==> src/rtl/audio_eq_pkg.sv <==
// Shared constants, FSM encoding and helpers for the three-band audio crossover.
// Holds the sample/fraction/coefficient widths, default filter coefficients,
// the crossover FSM state type and the band saturation helper used when
// AUDIO_BAND_SPLIT_SAT_EN is defined.
package audio_eq_pkg;

  localparam int unsigned SAMPLE_W = 16;
  localparam int unsigned FRAC_W   = 16;
  localparam int unsigned COEF_W   = 16;
  localparam int unsigned ACC_W    = SAMPLE_W + FRAC_W;

  // ~300 Hz and ~3 kHz one-pole corners at 48 kHz
  localparam int unsigned A_LO_DEF = 2524;
  localparam int unsigned A_HI_DEF = 21300;

  typedef enum logic [1:0] {
    IDLE  = 2'd0,
    S_LO  = 2'd1,
    S_HI  = 2'd2,
    S_OUT = 2'd3
  } state_t;

  // Clamp a SAMPLE_W+1 difference into the signed SAMPLE_W range
  function automatic logic signed [SAMPLE_W-1:0] sat_band(input logic signed [SAMPLE_W:0] v);
    if (v[SAMPLE_W] != v[SAMPLE_W-1])
      return v[SAMPLE_W] ? {1'b1, {(SAMPLE_W-1){1'b0}}} : {1'b0, {(SAMPLE_W-1){1'b1}}};
    return v[SAMPLE_W-1:0];
  endfunction

endpackage

==> src/rtl/audio_onepole_mac.sv <==
// One-pole low-pass update datapath, shared by both crossover filters.
//   acc_next_c = acc + floor(((x << FRAC_W) - acc) * coef / 2^COEF_W)
// Ports:
//   acc        in   ACC_W     current accumulator (signed, FRAC_W fraction bits)
//   x          in   SAMPLE_W  input sample (signed)
//   coef       in   COEF_W    unsigned coefficient, value coef / 2^COEF_W
//   acc_next_c out  ACC_W     updated accumulator (combinational)
module audio_onepole_mac
  import audio_eq_pkg::*;
(
  input  logic signed [ACC_W-1:0]    acc,
  input  logic signed [SAMPLE_W-1:0] x,
  input  logic        [COEF_W-1:0]   coef,
  output logic signed [ACC_W-1:0]    acc_next_c
);

  localparam int unsigned DIFF_W = ACC_W + 1;
  localparam int unsigned PROD_W = DIFF_W + COEF_W + 1;

  logic signed [ACC_W-1:0]  target;
  logic signed [DIFF_W-1:0] diff;
  logic signed [PROD_W-1:0] prod;

  // Coefficient is zero-extended so the product stays signed; >>> floors.
  // coef < 2^COEF_W keeps the step smaller than diff, so the sum never overflows.
  always_comb begin
    target     = $signed({x, {FRAC_W{1'b0}}});
    diff       = DIFF_W'(target) - DIFF_W'(acc);
    prod       = PROD_W'(diff) * $signed(PROD_W'({1'b0, coef}));
    acc_next_c = acc + ACC_W'(prod >>> COEF_W);
  end

endmodule

==> src/rtl/audio_band_splitter.sv <==
// Three-band crossover: low = LP_LO, mid = LP_HI - LP_LO, high = x - LP_HI.
// Both one-pole filters share one MAC, sequenced IDLE -> S_LO -> S_HI -> S_OUT.
// Optional macro: AUDIO_BAND_SPLIT_SAT_EN saturates mid/high instead of wrapping.
// Ports:
//   clk          in   1         clock
//   rst          in   1         asynchronous reset, active-low
//   sample_valid in   1         one-cycle strobe, audio_in valid
//   audio_in     in   SAMPLE_W  signed input sample
//   overrun_clr  in   1         clears overrun
//   audio_low    out  SAMPLE_W  low band
//   audio_mid    out  SAMPLE_W  mid band
//   audio_high   out  SAMPLE_W  high band
//   bands_valid  out  1         one-cycle strobe, bands updated
//   busy         out  1         FSM not in IDLE
//   overrun      out  1         sticky, sample arrived while busy
module audio_band_splitter
  import audio_eq_pkg::*;
#(
  parameter int unsigned A_LO = A_LO_DEF,
  parameter int unsigned A_HI = A_HI_DEF
) (
  input  logic                       clk,
  input  logic                       rst,
  input  logic                       sample_valid,
  input  logic signed [SAMPLE_W-1:0] audio_in,
  input  logic                       overrun_clr,
  output logic signed [SAMPLE_W-1:0] audio_low,
  output logic signed [SAMPLE_W-1:0] audio_mid,
  output logic signed [SAMPLE_W-1:0] audio_high,
  output logic                       bands_valid,
  output logic                       busy,
  output logic                       overrun
);

  state_t                     state_q, state_d;
  logic signed [SAMPLE_W-1:0] x_q;
  logic signed [ACC_W-1:0]    acc_lo_q, acc_hi_q;
  logic signed [ACC_W-1:0]    mac_acc_c, mac_next_c;
  logic        [COEF_W-1:0]   mac_coef_c;
  logic signed [SAMPLE_W-1:0] lo_band_c, hi_band_c, mid_c, high_c;

  // State register
  always_ff @(posedge clk or negedge rst) begin
    if (!rst) state_q <= IDLE;
    else      state_q <= state_d;
  end

  // Next state and MAC operand selection
  always_comb begin
    state_d    = state_q;
    mac_acc_c  = acc_lo_q;
    mac_coef_c = COEF_W'(A_LO);
    unique case (state_q)
      IDLE:    if (sample_valid) state_d = S_LO;
      S_LO:    state_d = S_HI;
      S_HI: begin
        state_d    = S_OUT;
        mac_acc_c  = acc_hi_q;
        mac_coef_c = COEF_W'(A_HI);
      end
      S_OUT:   state_d = IDLE;
      default: state_d = IDLE;
    endcase
  end

  audio_onepole_mac u_mac (
    .acc        (mac_acc_c),
    .x          (x_q),
    .coef       (mac_coef_c),
    .acc_next_c (mac_next_c)
  );

  // Band arithmetic; band value is the integer part (floor) of each accumulator
  always_comb begin
    lo_band_c = acc_lo_q[ACC_W-1 -: SAMPLE_W];
    hi_band_c = acc_hi_q[ACC_W-1 -: SAMPLE_W];
`ifdef AUDIO_BAND_SPLIT_SAT_EN
    mid_c  = sat_band((SAMPLE_W+1)'(hi_band_c) - (SAMPLE_W+1)'(lo_band_c));
    high_c = sat_band((SAMPLE_W+1)'(x_q) - (SAMPLE_W+1)'(hi_band_c));
`else
    // SAMPLE_W-bit subtraction equals the low bits of the wide result (wrap)
    mid_c  = hi_band_c - lo_band_c;
    high_c = x_q - hi_band_c;
`endif
  end

  // Datapath, output registers and status flags
  always_ff @(posedge clk or negedge rst) begin
    if (!rst) begin
      x_q         <= '0;
      acc_lo_q    <= '0;
      acc_hi_q    <= '0;
      audio_low   <= '0;
      audio_mid   <= '0;
      audio_high  <= '0;
      bands_valid <= 1'b0;
      busy        <= 1'b0;
      overrun     <= 1'b0;
    end else begin
      busy        <= (state_d != IDLE);
      bands_valid <= (state_q == S_OUT);
      if (state_q == IDLE && sample_valid) x_q <= audio_in;
      if (state_q == S_LO) acc_lo_q <= mac_next_c;
      if (state_q == S_HI) acc_hi_q <= mac_next_c;
      if (state_q == S_OUT) begin
        audio_low  <= lo_band_c;
        audio_mid  <= mid_c;
        audio_high <= high_c;
      end
      // A new overrun takes priority over a clear on the same edge
      if (sample_valid && state_q != IDLE) overrun <= 1'b1;
      else if (overrun_clr)                overrun <= 1'b0;
    end
  end

endmodule

==> config.mk <==
export PLATFORM = sky130hd
export DESIGN_NAME = audio_band_splitter
export DESIGN_NICKNAME = d
export VERILOG_FILES = /design/src/rtl/audio_eq_pkg.sv /design/src/rtl/audio_onepole_mac.sv /design/src/rtl/audio_band_splitter.sv
export SDC_FILE = /design/constraint.sdc
export NUM_CORES = 1
export LEC_CHECK = 0
export BUFFER_PORTS_ARGS = -buffer_cell sky130_fd_sc_hd__buf_2
export CORE_MARGIN = 2
export CORE_UTILIZATION = 31
export CTS_CLUSTER_SIZE = 40
export DETAILED_ROUTE_END_ITERATION = 12
export PLACE_DENSITY_LB_ADDON = 0.1
export SETUP_SLACK_MARGIN = 0.05
export SYNTH_ARGS = -nofsm -noshare
export SYNTH_HDL_FRONTEND = slang
export SYNTH_HIERARCHICAL = 1
export SYNTH_SLANG_ARGS = --single-unit
==> constraint.sdc <==
create_clock -name clk -period 11.59 [get_ports clk]
set_input_delay 2.318 -clock clk [delete_from_list [all_inputs] [get_ports clk]]
set_output_delay 2.318 -clock clk [all_outputs]
set_load 0.01 [all_outputs]
== Word level (Yosys, flattened, before mapping) ==
Cells that the tools add are included.
Cells by class
  add/sub/neg operators: 4
  multiply operators: 1
  equality and inequality tests: 3
  mux-type cells: 6
  reduce and logical (&&, ||, !) cells: 6
Operators by type and width (number)
  $mul 33x16->48: 1
  $sub 32x32->33: 1
  $add 32x32->32: 1
  $mux 32: 1
  $sub 16x16->16: 2
  $mux 15: 1
  $pmux 2 s4: 1
  $reduce_bool 2->1: 3
  $eq 2x2->1 const B: 2
  $eq 2x1->1 const B: 1
  $logic_and 1x1->1: 2
  $logic_not 2->1: 1
  $mux 1: 2
  $mux 2: 1
Storage, ports and cells
  register bits: 133
  output and inout bits: 51
  logic and storage cells: 30

== Logic depth before layout (Yosys ltp) ==
Gate-level depths: netlist of run 1.
  word-level depth: 5
  mapped depth: 49
  depth with buffers taken out: 46

== Modules after synthesis ==
Netlist of run 1, hierarchy kept.
By module, submodules not included
  audio_onepole_mac: times used 1, cells an instance 2371, area an instance 20357.0 um2, sequential area each 0.0 um2
  audio_band_splitter: times used 1, cells an instance 614, area an instance 6790.3 um2, sequential area each 3328.2 um2

== Worst setup path after synthesis of run 1 ==
Ideal clock, no wire load.
  path type: register to register
  from: register state_q[0]
  to: register acc_hi_q[31]
  library setup time: 0.125 ns
  arrival: 11.067 ns
  path slack: 0.398 ns
  stages on the path, launching flop included: 44
  buffers on the path: 4
  clock period less this slack: 11.192 ns
  cells stage by stage: dfrtp_1 -> inv_1 -> ha_1 -> buf_1 -> clkbuf_1 -> mux2_2 -> clkbuf_1 -> inv_1 -> ha_1 -> nor3b_1 -> and3_1 -> a31o_2 -> a21oi_1 -> xnor2_1 -> clkbuf_1 -> nand2_1 -> fa_1 -> fa_1 -> (+8 left out) -> a21o_1 -> a21o_1 -> a211oi_1 -> o21ai_1 -> a41oi_2 -> nor2b_1 -> xnor2_1 -> ha_1 -> a211oi_1 -> o21ai_0 -> a31oi_1 -> o41ai_1 -> a221oi_2 -> o221ai_2 -> a221oi_2 -> xnor2_1 -> xnor2_1 -> mux2_2
On the way
  elaborated cells between the ends (all ways): 6
RTL lines
  start: declaration: line audio_band_splitter.sv:35  | state_t state_q, state_d;
  start signal: assignment: line audio_band_splitter.sv:45  | else state_q <= state_d;
  $eq 2x2->1: line audio_band_splitter.sv:53  | unique case (state_q)
  $mux 15: line audio_band_splitter.sv:53
  named net mac_coef_c[12]: line audio_band_splitter.sv:39  | logic [COEF_W-1:0] mac_coef_c;
  $mul 33x16->48: line audio_onepole_mac.sv:29  | prod = PROD_W'(diff) * $signed(PROD_W'({1'b0, coef}));
  $add 32x32->32: line audio_onepole_mac.sv:30  | acc_next_c = acc + ACC_W'(prod >>> COEF_W);
  named net mac_next_c[31]: line audio_band_splitter.sv:38  | logic signed [ACC_W-1:0] mac_acc_c, mac_next_c;
  end signal: assignment: line audio_band_splitter.sv:104  | if (state_q == S_HI) acc_hi_q <= mac_next_c;
  end: declaration: line audio_band_splitter.sv:37  | logic signed [ACC_W-1:0] acc_lo_q, acc_hi_q;
The timed path passes the listed nets, and every way through them passes these cells.
A chain may end at the register's enable or synchronous reset.

== Final worst setup path of run 1 ==
  from: register state_q[0]
  to: register acc_lo_q[29]
On the way
  elaborated cells between the ends (all ways): 7
RTL lines
  $eq 2x2->1: line audio_band_splitter.sv:53
  $mux 15: line audio_band_splitter.sv:53
  named net mac_coef_c[12]: line audio_band_splitter.sv:39
  $mul 33x16->48: line audio_onepole_mac.sv:29
  $add 32x32->32: line audio_onepole_mac.sv:30
  named net mac_next_c[29]: line audio_band_splitter.sv:38
  end signal: assignment: line audio_band_splitter.sv:103  | if (state_q == S_LO) acc_lo_q <= mac_next_c;
  end: declaration: line audio_band_splitter.sv:37
The timed path passes the listed nets, and every way through them passes these cells.

==> reports/qor.yml, run 1 <==
dp_hpwl_um: 62760
grt_pass1_wl_um: 124900
die_x_um: 299.9
syn_avg_cell_area_um2: 9.095
ys_types: 91
overflow: 0
synth_commonest_cells: "655 x inv_1, 492 x fa_1, 421 x nand2_1"
gp_congestion: 0.8406
drtIter0Drc: 807
vias: 19909
synth-seq-cells: 133
endpoint_kind: "register"
fin_setup_tns_ps: 0
antenna_left: 0
cts_buffers: 17
finalWirelength_um: 77250
syn-instance-count: 2985
clockRootBuffer: "clkbuf_16"
period_share_pct: 94.80
cts_tree: "done"
postCtsHoldBufs: 0
clock_latency_ps: 430
maxSlewViolCount: 0
multi_input_area_mm2: 0.02128
boundaryPins: 71
finClkSkew_ps: 8.120
path_max_fanout: 16
post_dp_cell_area_mm2: 0.02943
drive_gt1_share_pct: 11.82
hold_path.class: "reg2reg"
synth_most_common_cell: "inv_1"
die_area_mm2: 0.08996
status: "finished clean"
path_class: "reg2reg"
yosysTopAreaCellShare_pct: 36.28
wl_per_cell_um: 18.09
grt_util_all_layers_pct: 17.75
via_per_inst: 4.664
worstMarginPinSlew_ps: 1059
postLayoutCellArea_mm2: 0.03026
clockBufferDepth: 2
hold_viol_final: 0
path_clk_slew_ps: 60
seq_area_frac_synth_pct: 12.26
num-nets-final: 3814
area_growth_pct: 11.45
yosys_warnings: 6
start_util_pct: 31.29
cpPeakStageDelay_ps: 600
cp_data_arrival_time_ps: 11330
max_cap_viol_count: 0
ys.flop_type: "dfrtp_1"
cp-start-kind: "register"
cts_sinks: 133
grt_pass1_vias: 22260
fillers: 9141
syn_area_mm2: 0.02715
cp_common_cell: "fa_1"
synth_largest_area_cell: "fa_1"
slowest_stage: "or4_4"
core_mm2: 0.08675
fin_crit_ps: 10990
firstDrtPassIters: 5
grt_antenna_before_repair: 3
dieHeight_um: 299.9
synth-edff-count: 0
ctsHtreeMaxLevel: 4
hold_ws_ps: 478.7
grt_max_degree: 135
io_buffers: 70
rsz0062_at_grt: "no"
drc: 0
fmax_mhz: 91.02
ff_latch_area_mm2: 0.003328
async_flop_share_pct: 100.0
relSlewSlack_pct: 28.92
worst_ep_required_time_ps: 11930
synth_area_leaders: "fa_1 36%, dfrtp_1 12%, ha_1 9.2%"
core.rowCount: 108
setup_viol: 0
sequential cells by signal, indices dropped and copies added (netlist names):
name / cells
state_q: 2
overrun: 1
busy: 1
audio_high: 16
audio_low: 16
x_q: 16
audio_mid: 16
acc_lo_q: 32
bands_valid: 1
acc_hi_q: 32
per-stage QoR:
stage,util [%],instances,worst slack (ps)
after floorplan,-,3020,398.4
after global placement,33.92,4231,89.12
after detailed placement,33.92,4231,67.69
after CTS,34.55,4260,50.62
after global routing,34.88,4269,22.03
final,34.88,4269,602.8
path summary, 6_finish.rpt:
path	slack [ps]	cells after the start	to	startpoint
max	600	42	acc_lo_q[29]$_DFFE_PN0N_	state_q[0]$_DFF_PN0_
min	480	1	audio_mid[2]$_DFFE_PN0P_	audio_mid[2]$_DFFE_PN0P_
max reg2reg	600	42	acc_lo_q[29]$_DFFE_PN0N_	state_q[0]$_DFF_PN0_
min reg2reg	480	1	audio_mid[2]$_DFFE_PN0P_	audio_mid[2]$_DFFE_PN0P_
max in group asynchronous	8400	2	x_q[15]$_DFFE_PN0P_	rst
min in group asynchronous	1900	1	acc_lo_q[3]$_DFFE_PN0N_	rst
critical path, delay by kind of cell, from the launching register on:
kind | cells | cell delay [ps]
multiplexers | 1 | 410
AO/OA/AOI/OAI | 15 | 3240
XOR/XNOR | 2 | 410
buffers and inverters | 9 | 1150
flip-flops | 1 | 410
AND/OR/NAND/NOR | 6 | 1360
adder cells (fa/ha/maj) | 9 | 3900
cells in the final DEF (no fill, tap or decap), types with 4 or more instances in the layout:
master / netlist / layout
buf_6: 1 / 6
inv_1: 655 / 654
a21oi_2: 1 / 5
buf_4: 1 / 95
xor2_1: 35 / 33
fa_1: 492 / 492
nor4_1: 8 / 5
buf_2: 5 / 69
nand3_1: 20 / 20
and2_1: 222 / 222
ha_1: 199 / 194
o21ai_0: 74 / 70
conb_1: 2 / 37
nor3_1: 15 / 13
nand4_1: 12 / 12
nor2b_1: 17 / 16
o211ai_1: 7 / 7
clkbuf_16: 0 / 17
nand2_1: 421 / 421
o21ai_1: 15 / 15
clkinv_2: 0 / 7
nand3b_1: 4 / 4
a21o_1: 34 / 34
a211oi_1: 14 / 12
xnor2_2: 2 / 6
xnor2_1: 89 / 85
a31oi_1: 12 / 12
a211o_1: 5 / 5
mux2_2: 99 / 99
o21a_1: 18 / 18
nand2b_1: 11 / 11
and3_1: 10 / 10
dfrtp_1: 133 / 133
mux2_1: 8 / 8
or3_1: 8 / 7
o21bai_1: 13 / 13
nor2_1: 59 / 59
a21oi_1: 79 / 74
layer usage:
| metal | wire length [µm] | part of all wire [%] | vias to the layer above | global-route usage (%) |
|---|---|---|---|---|
| li1 | - | - | 9332 | - |
| met1 | 33820 | 44 | 10298 | 22.37 |
| met2 | 41030 | 53 | 216 | 33.39 |
| met3 | 992 | 1.3 | 63 | 1.026 |
| met4 | 1406 | 1.8 | 0 | 3.488 |
| met5 | 0 | 0 | - | 0 |
layout make-up:
type                            count  area share [%]
Inverter                          656           8.143
Clock inverter                     10          0.2812
Clock buffer                       19           1.497
Multi-Input combinational cell   2121           70.32
Sequential cell                   133           11.00
Tap cell                         1155           4.776
Antenna cell                        1        0.008271
Timing Repair Buffer              174           3.970
cell families (layout without fill, tap and decap cells):
family	count (synthesis)	after routing	synth area share, %
fa+ha+maj	691	691	45.45
xor+xnor	127	128	4.180
flops	133	133	12.26
simple gates	828	828	14.77
buf+inv	767	859	10.67
other cells	2	38	0.02766
compound gates	327	327	8.075
mux	110	110	4.567
repair_timing:
item                                    CTS  global route
endpoints found under the setup margin    5            21
setup buffers                             0             7
pin swaps                                 0             6
resized for setup                         1            45
gates cloned                              0             1
Power of run 1 is left out: the tool's default activity adds up to more than one toggle a clock period on the data nets, which glitch-free logic cannot reach.
==> run 2: changes to the inputs <==
- GPL_TIMING_DRIVEN: default -> 0
==> run 2 against run 1 <==
Worst hold slack improved by 6.7 ps. Utilization rose by 0.98 points. Non-clock buffer count rose by 62. Cell area rose by 2.8%. Clock skew rose by 5.9 ps. Setup slack got worse by 190 ps. Critical path type unchanged. Critical endpoint is now acc_hi_q[31]$_DFFE_PN0P_.
==> reports/qor.yml, run 2 (synthesized netlist as in run 1, its figures left out) <==
start_util_pct: 31.29  # unchanged
cp-endpoint: "acc_hi_q[31]$_DFFE_PN0P_"  # was acc_lo_q[29]$_DFFE_PN0N_
cts_buffers: 17  # unchanged
clock_latency_ps: 430  # about the same
fillers: 9019  # was 9141
dieHeight_um: 299.9  # unchanged
r2r_slack_ps: 410  # was 600 ps
grt_util_all_layers_pct: 19.62  # was 17.75%
postLayoutCellArea_mm2: 0.03111  # was 0.03026 mm²
max_cap_viol_count: 0  # unchanged
cp-start-kind: "register"  # unchanged
io_buffers: 70  # unchanged
cts_tree: "done"  # unchanged
dp_hpwl_um: 71070  # was 62760 µm
die_x_um: 299.9  # unchanged
clockRootBuffer: "clkbuf_16"  # unchanged
via_per_inst: 4.696  # was 4.664
grt_pass1_vias: 22284  # was 22260
path_class: "reg2reg"  # unchanged
reg2regPathDepth: 41  # was 42
final_common_cell: "inv_1"  # unchanged
ff_latch_area_mm2: 0.003328  # unchanged
wl_per_cell_um: 19.83  # was 18.09 µm
num-nets-final: 3875  # was 3814
status: "finished clean"  # unchanged
core_mm2: 0.08675  # unchanged
setup.worst_path.start: "state_q[0]$_DFF_PN0_"  # unchanged
overflow: 0  # unchanged
ctsHtreeMaxLevel: 4  # unchanged
finalWirelength_um: 85930  # was 77250 µm
drc: 0  # unchanged
drive_gt1_share_pct: 13.19  # was 11.82%
core.rowCount: 108  # unchanged
path_clk_slew_ps: 60  # about the same
cts_sinks: 133  # unchanged
hold_path.class: "reg2reg"  # unchanged
vias: 20351  # was 19909
grt_pass1_wl_um: 133000  # was 124900 µm
cp_data_arrival_time_ps: 11490  # was 11330 ps
antenna_left: 0  # unchanged
slowest_stage: "fa_1"  # was or4_4
gp_congestion: 0.8538  # was 0.8406
final_util_pct: 35.86  # was 34.88%
hold_viol_final: 0  # unchanged
reg_top3: "acc_hi_q x32, acc_lo_q x32"  # unchanged
worstMarginPinSlew_ps: 1132  # was 1059 ps
area_growth_pct: 14.59  # was 11.45%
cp_common_cell: "fa_1"  # unchanged
drtIter0Drc: 1043  # was 807
cpPeakStageDelay_ps: 650  # was 600 ps
r2r_end: "acc_hi_q[31]$_DFFE_PN0P_"  # was acc_lo_q[29]$_DFFE_PN0N_
endpoint_kind: "register"  # unchanged
timing.rr.start: "state_q[0]$_DFF_PN0_"  # unchanged
rsz0062_at_grt: "yes"  # was no
fin_crit_ps: 11180  # was 10990 ps
multi_input_area_mm2: 0.02182  # was 0.02128 mm²
fmax_mhz: 89.44  # was 91.02 MHz
layout_common_cells: "653 x inv_1, 491 x fa_1, 420 x nand2_1, 221 x and2_1, 183 x ha_1"  # was 654 x inv_1, 492 x fa_1, 421 x nand2_1, 222 x and2_1, 194 x ha_1
relSlewSlack_pct: 24.51  # was 28.92%
maxSlewViolCount: 0  # unchanged
firstDrtPassIters: 5  # unchanged
period_share_pct: 96.47  # was 94.80%
grt_max_degree: 71  # was 135
worst_ep_required_time_ps: 11900  # was 11930 ps
min_from: "audio_low[15]$_DFFE_PN0P_"  # was audio_mid[2]$_DFFE_PN0P_
die_area_mm2: 0.08996  # unchanged
clockBufferDepth: 2  # unchanged
setup_viol: 0  # unchanged
finClkSkew_ps: 14.06  # was 8.120 ps
path_max_fanout: 10  # was 16
boundaryPins: 71  # unchanged
grt_antenna_before_repair: 4  # was 3
post_dp_cell_area_mm2: 0.02913  # was 0.02943 mm²
## run 2: cell types whose count changed in the layout (fill, tap and decap cells not counted), moves of 7 or more
| cell | previous run | this run |
|---|---|---|
| o21ai_0 | 70 | 60 |
| clkbuf_1 | 0 | 67 |
| o21ai_1 | 15 | 22 |
| ha_1 | 194 | 183 |
| xnor2_2 | 6 | 14 |
| ha_2 | 3 | 11 |
| xnor2_4 | 1 | 8 |
| xnor2_1 | 85 | 69 |
| buf_4 | 95 | 61 |
## run 2: worst max-delay path: cells and delay by family, from the launching register on
| kind | cells | cell delay (ps) |
|---|---|---|
| flops | 1 | 390 |
| buf+inv | 8 | 1170 |
| simple gates | 5 | 1290 |
| mux | 2 | 700 |
| xor+xnor | 4 | 740 |
| fa+ha+maj | 9 | 3860 |
| compound gates | 13 | 2830 |
## run 2: metal layers
layer,wire length [µm],track usage (%),up-vias
met2,44460,36.22,293
met5,0,0,-
li1,-,-,9465
met3,1982,1.366,67
met1,37880,25.39,10526
met4,1608,3.298,0
## run 2: cell type report
type	instances	area share, %
multi-input combinational	2120	70.14
sequential	133	10.70
inverter	656	7.916
tap	1155	4.646
timing repair buffer	127	2.679
buffer	109	2.031
clock buffer	18	1.380
clock inverter	14	0.4947
antenna	2	0.01609
## run 2: stage by stage
step                      std cells  hold slack [ps]  TNS [ps]  worst slack [ps]
after floorplan                3020            464.2         0             398.4
after global placement         4245            469.0   -192660             -4629
after detailed placement       4247            473.9   -124390             -3499
after CTS                      4303            488.4         0             59.32
after global routing           4332            512.7    -176.2            -62.06
final                          4334            485.5         0             408.8
## run 2: what timing repair did
action | CTS | global route
pin swaps | 21 | 45
setup buffers | 25 | 30
gates resized for setup | 136 | 105
endpoints found under the setup margin | 62 | 22
hold buffers | 0 | 0
## run 2: how the worst min path moves through the flow
stage                     cells after the start  slack, ps                   endpoint
after floorplan                               1        460  audio_low[14]$_DFFE_PN0P_
after global placement                        1        470   audio_low[1]$_DFFE_PN0P_
after detailed placement                      1        470   audio_low[1]$_DFFE_PN0P_
after CTS                                     1        490   audio_low[1]$_DFFE_PN0P_
after global routing                          1        510   audio_low[2]$_DFFE_PN0P_
final                                         1        490  audio_low[15]$_DFFE_PN0P_
Power of run 2 is left out for the same reason.
